$ cat src/rtl/gate_bist_ctrl.sv
// gate_bist_ctrl: self-test controller that sweeps every input pattern onto a small gate and checks its response.
//
// Ports:
//   clk            in   clock, rising edge
//   rst_n          in   asynchronous active-low reset
//   start          in   level, sampled only while idle
//   loop_i         in   (GATE_BIST_LOOP_EN only) restart the sweep straight from DONE
//   pat_o          out  pattern driven onto the gate inputs
//   resp_i         in   gate output, sampled once per pattern
//   busy           out  high while a sweep (including its DONE cycle) is in progress
//   done           out  one-cycle pulse at the end of a sweep
//   pass           out  1 when the last sweep had no mismatch
//   fail_cnt       out  mismatches in the last sweep
//   first_fail_pat out  first mismatching pattern, 0 if none
//
// Build option: define GATE_BIST_LOOP_EN to add loop_i and continuous sweeping.
module gate_bist_ctrl #(
    parameter int                    N_IN   = 2,
    parameter int                    SETTLE = 1,
    parameter logic [2**N_IN-1:0]    EXP_TT = 4'b1110
) (
    input  logic            clk,
    input  logic            rst_n,
    input  logic            start,
`ifdef GATE_BIST_LOOP_EN
    input  logic            loop_i,
`endif
    output logic [N_IN-1:0] pat_o,
    input  logic            resp_i,
    output logic            busy,
    output logic            done,
    output logic            pass,
    output logic [N_IN:0]   fail_cnt,
    output logic [N_IN-1:0] first_fail_pat
);
    localparam int CW = SETTLE > 1 ? $clog2(SETTLE + 1) : 1;

    typedef enum logic [2:0] {IDLE, APPLY, WAIT, SAMPLE, DONE} state_t;

    state_t          state;
    logic [N_IN-1:0] idx;
    logic [CW-1:0]   cnt;
    logic            miss;
    logic            again;

    assign miss = resp_i != EXP_TT[idx];
`ifdef GATE_BIST_LOOP_EN
    assign again = loop_i;
`else
    assign again = 1'b0;
`endif

    always_ff @(posedge clk or negedge rst_n) begin
        if (!rst_n) begin
            state          <= IDLE;
            idx            <= '0;
            cnt            <= '0;
            pat_o          <= '0;
            busy           <= 1'b0;
            done           <= 1'b0;
            pass           <= 1'b0;
            fail_cnt       <= '0;
            first_fail_pat <= '0;
        end else begin
            done <= 1'b0;
            case (state)
                IDLE: if (start) begin
                    state          <= APPLY;
                    idx            <= '0;
                    pat_o          <= '0;
                    fail_cnt       <= '0;
                    first_fail_pat <= '0;
                    pass           <= 1'b0;
                    busy           <= 1'b1;
                end
                APPLY: begin
                    state <= SETTLE == 0 ? SAMPLE : WAIT;
                    cnt   <= CW'(SETTLE);
                end
                WAIT: begin
                    cnt <= cnt - 1'b1;
                    if (cnt == CW'(1)) state <= SAMPLE;
                end
                SAMPLE: begin
                    if (miss) begin
                        fail_cnt <= fail_cnt + 1'b1;
                        if (fail_cnt == '0) first_fail_pat <= idx;
                    end
                    if (&idx) begin
                        state <= DONE;
                        done  <= 1'b1;
                        pat_o <= '0;
                        // fail_cnt has not yet absorbed this pattern's miss
                        pass  <= fail_cnt == '0 && !miss;
                    end else begin
                        state <= APPLY;
                        idx   <= idx + 1'b1;
                        pat_o <= idx + 1'b1;
                    end
                end
                DONE: if (again) begin
                    // looping restart keeps pass from the sweep just finished
                    state          <= APPLY;
                    idx            <= '0;
                    pat_o          <= '0;
                    fail_cnt       <= '0;
                    first_fail_pat <= '0;
                end else begin
                    state <= IDLE;
                    busy  <= 1'b0;
                end
                default: state <= IDLE;
            endcase
        end
    end
endmodule
$ cat config.mk
export PLATFORM = sky130hd
export DESIGN_NAME = gate_bist_ctrl
export DESIGN_NICKNAME = d
export VERILOG_FILES = /design/src/rtl/gate_bist_ctrl.sv
export SDC_FILE = /design/constraint.sdc
export NUM_CORES = 1
export LEC_CHECK = 0
export CORE_MARGIN = 1
export CORE_UTILIZATION = 35
export CTS_BUF_LIST = sky130_fd_sc_hd__clkbuf_8 sky130_fd_sc_hd__clkbuf_16
export CTS_CLUSTER_DIAMETER = 80
export CTS_CLUSTER_SIZE = 16
export DETAILED_ROUTE_END_ITERATION = 10
export GPL_ROUTABILITY_DRIVEN = 0
export MAX_ROUTING_LAYER = met4
export PLACE_DENSITY = 0.63
export SYNTH_ARGS = -nofsm -noshare
export SYNTH_HDL_FRONTEND = slang
export SYNTH_SLANG_ARGS = --single-unit
$ cat constraint.sdc
create_clock -name clk -period 2.1 [get_ports clk]
set_input_delay 0.21 -clock clk [delete_from_list [all_inputs] [get_ports clk]]
set_output_delay 0.21 -clock clk [all_outputs]
set_load 0.01 [all_outputs]
==> flow_metrics.env, run 1 <==
export IMPL_status="completed"
export IMPL_post_cts_resized=0
export IMPL_synth_adder_area_share_pct=6.16
export IMPL_cts_hold_fix_buffers=0
export IMPL_final_max_slew_viol_count=0
export IMPL_end_kind="flop"
export IMPL_holdWs_ns=0.384
export IMPL_critical_path_class="reg2reg"
export IMPL_yosys_area_top_type="dfrtp_1"
export IMPL_p_leak_nw=0.441
export IMPL_wl_per_cell_um=12.2
export IMPL_r2r_end="pass$_DFFE_PN0P_"
export IMPL_async_flop_share_pct=100
export IMPL_synth_common_cells="dfrtp_1 (16), nand2_1 (8), inv_1 (5), nor2_1 (5)"
export IMPL_clkLatencyLatePin_ns=0.25
export IMPL_crit_arrival_ns=1.87
export IMPL_vias=593
export IMPL_grt_pass1_wl_um=2420
export IMPL_synth_seq_cells=16
export IMPL_grt_pass1_vias=574
export IMPL_post_route_util_pct=45.7
export IMPL_synth_top_family_by_area="compound AO/OA/AOI/OAI gates"
export IMPL_drt_first_pass_iters=4
export IMPL_io_pins=14
export IMPL_synth_ff_type="dfrtp_1"
export IMPL_cts_tree="yes"
export IMPL_clock_path_buffers=2
export IMPL_met3_usage_pct=2.73
export IMPL_yosys_area_share_simple_pct=15.1
export IMPL_gr_usage_met1_pct=15.4
export IMPL_maxSlewHeadroom_pct=51.7
export IMPL_netlist_area_um2=812
export IMPL_final_antenna_net_count=0
export IMPL_synth_edf_count=0
export IMPL_syn_inst=74
export IMPL_core_mm2=0.00219
export IMPL_period_share_pct=80.4
export IMPL_worst_pin_slew_ns=0.722
export IMPL_peakVddDrop_mv=0.663
export IMPL_grt_antenna_before_repair=0
export IMPL_root_buffer="clkbuf_8"
export IMPL_num_nets_final=97
export IMPL_timing_rr_start="state[1]$_DFFE_PN0P_"
export IMPL_h_tree_depth=1
export IMPL_syn_nets=82
export IMPL_r2r_cells=3
export IMPL_synth_most_common_cell="dfrtp_1"
export IMPL_synthTopCellsByArea="dfrtp_1 (49%), ha_1 (6.2%), mux2i_1 (4.9%)"
export IMPL_drt_iter0_markers=3
export IMPL_ys_seq_area_share_pct=49.3
export IMPL_yosys_warnings=0
export IMPL_cts_buffers=3
export IMPL_cp_start_kind="flop"
export IMPL_busiest_layer="met2"
export IMPL_cts_sinks=16
export IMPL_port_buffers=13
export IMPL_critPathLaunch="state[1]$_DFFE_PN0P_"
export IMPL_fmax_mhz=592
export IMPL_min_period_ns=1.69
export IMPL_drv_cap=0
export IMPL_clock_skew_final_ns=0.00289
export IMPL_hold_class="in2async"
export IMPL_grt_total_usage_pct=13.5
export IMPL_r2r_slack_ns=0.41
export IMPL_synth_compound_area_share_pct=15.3
export IMPL_drive_gt1_share_pct=12.5
export IMPL_grt_use_met2_pct=21.6
export IMPL_path_max_fanout=11
export IMPL_die_area_mm2=0.00252
export IMPL_clkTransAtPathRegs_ns=0.07
export IMPL_synth_avg_cell_area_um2=11.0
export IMPL_vias_per_cell=5.11
export IMPL_muxShareOfSynthArea_pct=4.93
export IMPL_initial_utilization_pct=37.1
export IMPL_yosys_area_top_type_share_pct=49.3
export IMPL_grt_overflow_total=0
export IMPL_num_antenna_cells=0
export IMPL_hpwlAfterDp_um=962
export IMPL_cts_setup_buffers=0
export IMPL_grt_max_degree=17
export IMPL_wl_um=1410
export IMPL_fp_row_count=17
export IMPL_setup_viol=0
export IMPL_power_density_mw_per_mm2=1450
export IMPL_die_y_um=50.2
export IMPL_final_hold_viol_count=0
export IMPL_power_w=0.00145
export IMPL_cp_required_ns=2.28
export IMPL_setup_tns_ns=0
export IMPL_die_w_um=50.2
export IMPL_crit_end="pass$_DFFE_PN0P_"
export IMPL_synth_distinct_cells=30
export IMPL_areaGrowthSynthToFinish_pct=23.4
export IMPL_synth_xor_area_share_pct=3.24
export IMPL_drc=0
export IMPL_grt_setup_unrepaired="false"
[power by group]
| group | internal [W] | leakage [nW] | switching [W] |
|---|---|---|---|
| registers | 0.000422 | 0.203 | 0.000126 |
| clock network | 0.000166 | 0.0288 | 0.000113 |
| logic | 0.000333 | 0.210 | 0.000292 |
[state kept, by name, summed over array words and instances (netlist names)]
signal,flops
state,3
fail_cnt,3
idx,2
cnt,1
busy,1
first_fail_pat,2
pat_o,2
pass,1
done,1
[logic make-up (layout without fill, tap and decap cells)]
| kind of cell | count (synthesis) | in the layout |
|---|---|---|
| buffers and inverters | 8 | 22 |
| multiplexers | 4 | 4 |
| adder cells (fa/ha/maj) | 4 | 4 |
| AND/OR/NAND/NOR | 23 | 23 |
| XOR/XNOR | 3 | 3 |
| flip-flops | 16 | 16 |
| AO/OA/AOI/OAI | 16 | 16 |
[per-layer routing]
layer  routed length, um  vias up
met5                   0        -
li1                    -      289
met3                  33        5
met1                 664      287
met4                  40        0
met2                 675       12
[area by class of cell]
cell class | instances | area, um2
Clock buffer | 4 | 55.1
Sequential cell | 16 | 400
Fill cell | 211 | 1190
Timing Repair Buffer | 13 | 130
Tap cell | 28 | 35.0
Multi-Input combinational cell | 50 | 363
Inverter | 5 | 18.8
[cell usage in the layout (no fill, tap or decap), drive strengths merged, types with 2 or more instances in the layout]
cell type      netlist  final
xnor2                2      2
o21ai                2      2
nand2                8      8
nor2                 5      5
clkbuf               0      4
inv                  5      5
a21boi               2      2
a21oi                3      3
dfrtp               16     16
o22a                 2      2
mux2i                4      4
nor3                 2      2
nand3                3      3
clkdlybuf4s50        0     13
nand3b               2      2
ha                   4      4
[per-stage QoR]
stage,worst slack [ns],instance area [um2],cells
global placement,0.273,947,112
finish,0.412,1000,116
detailed placement,0.256,947,112
floorplan,0.522,812,74
CTS,0.410,1000,116
global route,0.295,1000,116
[worst max-delay path, stage by stage (launching register included)]
cell and delay (ns):
dfrtp_1 0.50, or4b_4 0.61, a2111o_1 0.45, o21ai_2 0.06
[how the worst min path moves through the flow]
stage	cells after the start	end	slack (ns)	start
after floorplan	0	busy$_DFFE_PN0P_	-0.09	rst_n
after global placement	1	fail_cnt[2]$_DFFE_PN0P_	0.49	fail_cnt[2]$_DFFE_PN0P_
after detailed placement	1	fail_cnt[2]$_DFFE_PN0P_	0.48	fail_cnt[2]$_DFFE_PN0P_
after CTS	1	fail_cnt[0]$_DFFE_PN0P_	0.42	rst_n
after global routing	1	fail_cnt[0]$_DFFE_PN0P_	0.45	rst_n
final	1	fail_cnt[0]$_DFFE_PN0P_	0.38	rst_n
Power figures use the tool's default switching activity.
==> inputs of run 2 (changes only) <==
--- a/config.mk
+++ b/config.mk
@@ -13,7 +13,7 @@
 export DETAILED_ROUTE_END_ITERATION = 10
 export GPL_ROUTABILITY_DRIVEN = 0
 export MAX_ROUTING_LAYER = met4
-export PLACE_DENSITY = 0.63
+export PLACE_DENSITY = 0.65
 export SYNTH_ARGS = -nofsm -noshare
 export SYNTH_HDL_FRONTEND = slang
 export SYNTH_SLANG_ARGS = --single-unit
==> constraint.sdc (replaced) <==
create_clock -name clk -period 1.4 [get_ports clk]
set_input_delay 0.14 -clock clk [delete_from_list [all_inputs] [get_ports clk]]
set_output_delay 0.14 -clock clk [all_outputs]
set_load 0.01 [all_outputs]
==> run 2 against run 1 <==
- the run now ends with negative setup slack left
- clock power increased by 45%
- cell area rose by 15%
- count of clock-buffer cells in the layout unchanged
- worst hold slack got worse by 0.18 ns
- critical endpoint unchanged
- highest routed layer unchanged
==> flow_metrics.env, run 2 (synthesized netlist as in run 1, its figures left out) <==
export IMPL_wl_um=1590
export IMPL_cp_start_kind="flop"
export IMPL_vias_per_cell=4.90
export IMPL_placed_cells=123
export IMPL_status="complete, but fails checks"
export IMPL_critical_path_class="reg2reg"
export IMPL_crit_arrival_ns=1.64
export IMPL_areaGrowthSynthToFinish_pct=42.4
export IMPL_final_antenna_net_count=0
export IMPL_placed_cell_area_mm2=0.00103
export IMPL_grt_total_usage_pct=15.0
export IMPL_holdWs_ns=0.207
export IMPL_drc=0
export IMPL_cts_sinks=16
export IMPL_comb_power_share_pct=54.4
export IMPL_crit_chain="or4b_4 > a2111o_1 > o21ai_2"
export IMPL_clock_path_buffers=2
export IMPL_switching_share_pct=36.4
export IMPL_num_antenna_cells=0
export IMPL_setup_viol=4
export IMPL_cp_depth=3
export IMPL_final_cell_mix="dfrtp_1 (16), clkdlybuf4s50_1 (13), buf_4 (12)"
export IMPL_p_sw_w=0.000919
export IMPL_drv_cap=0
export IMPL_sequentialPowerShare_pct=29.5
export IMPL_hpwlAfterDp_um=1140
export IMPL_clkTransAtPathRegs_ns=0.07
export IMPL_drt_iter0_markers=9
export IMPL_grt_pass1_vias=623
export IMPL_grt_antenna_before_repair=0
export IMPL_drive_gt1_share_pct=29.7
export IMPL_p_clk_share_pct=16.0
export IMPL_clkLatencyLatePin_ns=0.25
export IMPL_port_buffers=13
export IMPL_vias=632
export IMPL_slowest_stage="or4b_4"
export IMPL_io_pins=14
export IMPL_r2r_slack_ns=-0.06
export IMPL_maxSlewHeadroom_pct=82.6
export IMPL_final_max_slew_viol_count=0
export IMPL_critPathBufInv=0
export IMPL_fin_ws_ns=-0.0627
export IMPL_power_density_mw_per_mm2=2180
export IMPL_end_kind="flop"
export IMPL_r2r_cells=3
export IMPL_cts_tree="yes"
export IMPL_hold_class="in2async"
export IMPL_worst_pin_slew_ns=0.260
export IMPL_fp_row_count=17
export IMPL_p_int_w=0.00161
export IMPL_wl_per_cell_um=12.3
export IMPL_cts_buffers=3
export IMPL_peakVddDrop_mv=1.06
export IMPL_grt_max_degree=17
export IMPL_drt_first_pass_iters=4
export IMPL_top_regs="fail_cnt: 3 flops, state: 3 flops"
export IMPL_violations="negative setup slack"
export IMPL_h_tree_depth=1
export IMPL_fin_cells=129
export IMPL_root_buffer="clkbuf_8"
export IMPL_final_hold_viol_count=0
export IMPL_fmax_mhz=684
export IMPL_clock_skew_final_ns=0.00493
export IMPL_cp_required_ns=1.58
export IMPL_cts_hold_fix_buffers=0
export IMPL_initial_utilization_pct=37.1
export IMPL_grt_overflow_total=0
export IMPL_power_w=0.00253
export IMPL_grt_pass1_wl_um=2770
export IMPL_critical_path_top_delay_family="simple AND/OR/NAND/NOR gates"
export IMPL_stdcell_area_mm2=0.00116
export IMPL_grt_setup_unrepaired="true"
export IMPL_min_period_ns=1.46
export IMPL_core_mm2=0.00219
export IMPL_p_leak_nw=0.526
export IMPL_die_y_um=50.2
export IMPL_die_area_mm2=0.00252
export IMPL_period_share_pct=104
export IMPL_path_max_fanout=3
export IMPL_num_nets_final=110
export IMPL_die_w_um=50.2
export IMPL_max_stage_delay_ns=0.56
export IMPL_layout_commonest_cell="dfrtp_1"
run 2: cell type report:
cell class              instances  area, um2
fillers                       201       1030
multi-input cells              50        415
flip-flops and latches         16        400
repair buffers                 26        231
clock buffers                   4       55.1
well taps                      28       35.0
inverters                       5       18.8
run 2: power groups by stage:
stage / Combinational (W) / Sequential, W / Clock (W)
global route: 0.00152 / 0.000762 / 0.000439
CTS: 0.00126 / 0.000749 / 0.000413
global placement: 0.00119 / 0.000747 / 0
finish: 0.00137 / 0.000746 / 0.000405
detailed placement: 0.00122 / 0.000754 / 0
floorplan: 0.000736 / 0.000784 / 0
run 2: path summary, 6_finish.rpt:
check	from	end
worst max-delay path	state[0]$_DFFE_PN0P_	pass$_DFFE_PN0P_
max in group asynchronous	rst_n	fail_cnt[0]$_DFFE_PN0P_
min in group clk	fail_cnt[2]$_DFFE_PN0P_	fail_cnt[2]$_DFFE_PN0P_
worst min register to register	fail_cnt[2]$_DFFE_PN0P_	fail_cnt[2]$_DFFE_PN0P_
worst max register to register	state[0]$_DFFE_PN0P_	pass$_DFFE_PN0P_
worst min-delay path	rst_n	state[0]$_DFFE_PN0P_
run 2: per-layer routing:
| metal | up-vias | track usage, % | wire length (um) |
|---|---|---|---|
| li1 | 310 | - | - |
| met5 | - | - | 0 |
| met2 | 21 | 23.3 | 779 |
| met3 | 2 | 2.12 | 56 |
| met1 | 299 | 19.8 | 738 |
| met4 | 0 | 5.71 | 18 |
run 2: through the flow:
stage               setup WS [ns]  setup TNS (ns)  util [%]
CTS                       -0.0542          -0.158      50.4
global route              -0.0956          -0.380      52.8
floorplan                  -0.178          -0.583         -
detailed placement         -0.267           -1.81      47.2
global placement           -0.241           -1.58      47.2
finish                    -0.0627          -0.172      52.8
run 2: what timing repair did:
| action | 4_1_cts | 5_1_grt |
|---|---|---|
| resized for setup | 3 | 6 |
| setup endpoints to repair | 7 | 9 |
| setup buffers | 0 | 2 |
| pin swaps | 3 | 1 |
==> inputs of run 3 (changes only) <==
--- a/config.mk
+++ b/config.mk
@@ -11,9 +11,11 @@
 export CTS_CLUSTER_DIAMETER = 80
 export CTS_CLUSTER_SIZE = 16
 export DETAILED_ROUTE_END_ITERATION = 10
+export DONT_BUFFER_PORTS = 1
 export GPL_ROUTABILITY_DRIVEN = 0
 export MAX_ROUTING_LAYER = met4
-export PLACE_DENSITY = 0.65
+export PLACE_DENSITY = 0.57
+export SLEW_MARGIN = 20
 export SYNTH_ARGS = -nofsm -noshare
 export SYNTH_HDL_FRONTEND = slang
 export SYNTH_SLANG_ARGS = --single-unit
==> run 3 against run 2 <==
- the flow still finishes with violations (negative setup slack)
- sequential share of layout area rose by 4.0 points
- clock power is 17% lower
- worst hold slack worse by 0.12 ns
- flip-flop and latch count unchanged
- via count is 7.0% lower
- wire length is 2.5% higher
- clock skew is 0.0043 ns lower
- sequential power rose by 3.4%
- cell area shrank 10%
- non-clock buffer count is 13 lower
- global-route usage grew 0.20 points
==> flow_metrics.env, run 3 (synthesized netlist as in run 1, its figures left out) <==
export IMPL_grt_setup_unrepaired="true"
export IMPL_placed_cell_area_um2=905
export IMPL_power_density_mw_per_mm2=2260
export IMPL_grt_antenna_before_repair=0
export IMPL_grt_overflow_total=0
export IMPL_hold_class="in2reg"
export IMPL_num_antenna_cells=0
export IMPL_num_nets_final=97
export IMPL_period_share_pct=104
export IMPL_grt_total_usage_pct=15.2
export IMPL_core_mm2=0.00219
export IMPL_critical_path_class="reg2reg"
export IMPL_drive_gt1_share_pct=32.2
export IMPL_drc=0
export IMPL_wl_per_cell_um=14.2
export IMPL_fmax_mhz=684
export IMPL_stdcell_area_mm2=0.00104
export IMPL_path_max_fanout=4
export IMPL_clock_skew_final_ns=0.000650
export IMPL_grt_max_degree=17
export IMPL_grt_pass1_wl_um=2820
export IMPL_io_pins=14
export IMPL_holdWs_ns=0.0830
export IMPL_worst_pin_slew_ns=0.727
export IMPL_status="complete, but fails checks"
export IMPL_cts_sinks=16
export IMPL_h_tree_depth=1
export IMPL_die_w_um=50.2
export IMPL_final_cell_mix="dfrtp_1 (16), buf_4 (11), nand2_1 (8)"
export IMPL_crit_arrival_ns=1.64
export IMPL_clock_path_buffers=2
export IMPL_fin_ws_ns=-0.0623
export IMPL_layout_commonest_cell="dfrtp_1"
export IMPL_end_kind="flop"
export IMPL_die_area_mm2=0.00252
export IMPL_drv_cap=0
export IMPL_root_buffer="clkbuf_8"
export IMPL_cp_required_ns=1.58
export IMPL_hpwlAfterDp_um=1150
export IMPL_cp_start_kind="flop"
export IMPL_fp_row_count=17
export IMPL_clkLatencyLatePin_ns=0.24
export IMPL_post_route_util_pct=47.3
export IMPL_wl_um=1630
export IMPL_grt_pass1_vias=636
export IMPL_top_regs="fail_cnt: 3 flops, state: 3 flops"
export IMPL_peakVddDrop_mv=0.955
export IMPL_violations="negative setup slack"
export IMPL_clkTransAtPathRegs_ns=0.06
export IMPL_fillers=207
export IMPL_areaGrowthSynthToFinish_pct=27.6
export IMPL_drt_first_pass_iters=2
export IMPL_final_hold_viol_count=0
export IMPL_p_leak_nw=0.489
export IMPL_maxSlewHeadroom_pct=51.4
export IMPL_vias=588
export IMPL_final_max_slew_viol_count=0
export IMPL_die_y_um=50.2
export IMPL_cts_buffers=3
export IMPL_initial_utilization_pct=37.1
export IMPL_cts_tree="yes"
export IMPL_port_buffers=0
export IMPL_vias_per_cell=5.11
export IMPL_drt_iter0_markers=8
export IMPL_setup_viol=4
export IMPL_final_antenna_net_count=0
export IMPL_min_period_ns=1.46
run 3: final timing paths:
check / slack [ns] / depth (start not counted) / start / end
setup / recovery: -0.06 / 3 / state[0]$_DFFE_PN0P_ / pass$_DFFE_PN0P_
hold / removal: 0.08 / 2 / start / busy$_DFFE_PN0P_
setup reg to reg: -0.06 / 3 / state[0]$_DFFE_PN0P_ / pass$_DFFE_PN0P_
hold reg to reg: 0.55 / 1 / cnt$_DFFE_PN0P_ / cnt$_DFFE_PN0P_
max in group asynchronous: 0.55 / 1 / rst_n / first_fail_pat[0]$_DFFE_PN0P_
min in group asynchronous: 0.40 / 1 / rst_n / pass$_DFFE_PN0P_
run 3: critical path, cell delays in order, from the launching register on:
cell	delay, ns
dfrtp_1	0.37
or4b_4	0.57
a2111o_1	0.40
o21ai_2	0.06
run 3: routing by layer:
layer | vias up | routed length [um] | global-route usage [%] | share of wire [%]
met4 | 0 | 31 | 7.14 | 1.9
met2 | 15 | 798 | 23.6 | 49
met1 | 286 | 713 | 18.7 | 44
met5 | - | 0 | - | 0
met3 | 4 | 88 | 3.64 | 5.4
li1 | 283 | - | - | -
run 3: area by class of cell:
class	instances	area, um2	share of cell area [%]
multi-input combinational	50	437	42.1
sequential	16	400	38.6
inverter	5	18.8	1.81
tap	28	35.0	3.38
clock buffer	3	41.3	3.99
timing repair buffer	13	104	10.0
run 3: power by group:
group          internal (W)  switching (W)  total [W]  leakage (nW)
sequential         0.000635       0.000137   0.000771         0.203
combinational      0.000614       0.000623    0.00124         0.264
clock              0.000190       0.000147   0.000338        0.0216
run 3: metrics by stage:
stage / std cells / total power, W / setup TNS, ns / setup slack, ns
global placement: 110 / 0.00177 / -0.0901 / -0.0639
global route: 115 / 0.00251 / -0.244 / -0.0849
CTS: 114 / 0.00218 / -0.164 / -0.0605
finish: 115 / 0.00235 / -0.104 / -0.0623
floorplan: 74 / 0.00152 / -0.583 / -0.178
detailed placement: 110 / 0.00180 / -0.130 / -0.0803
run 3: repair_timing:
item	4_1_cts	5_1_grt
hold endpoints to repair	16	0
endpoints found under the setup margin	6	10
hold buffers	1	0
buffers inserted	0	1
pin swaps	2	3
resized for setup	2	10
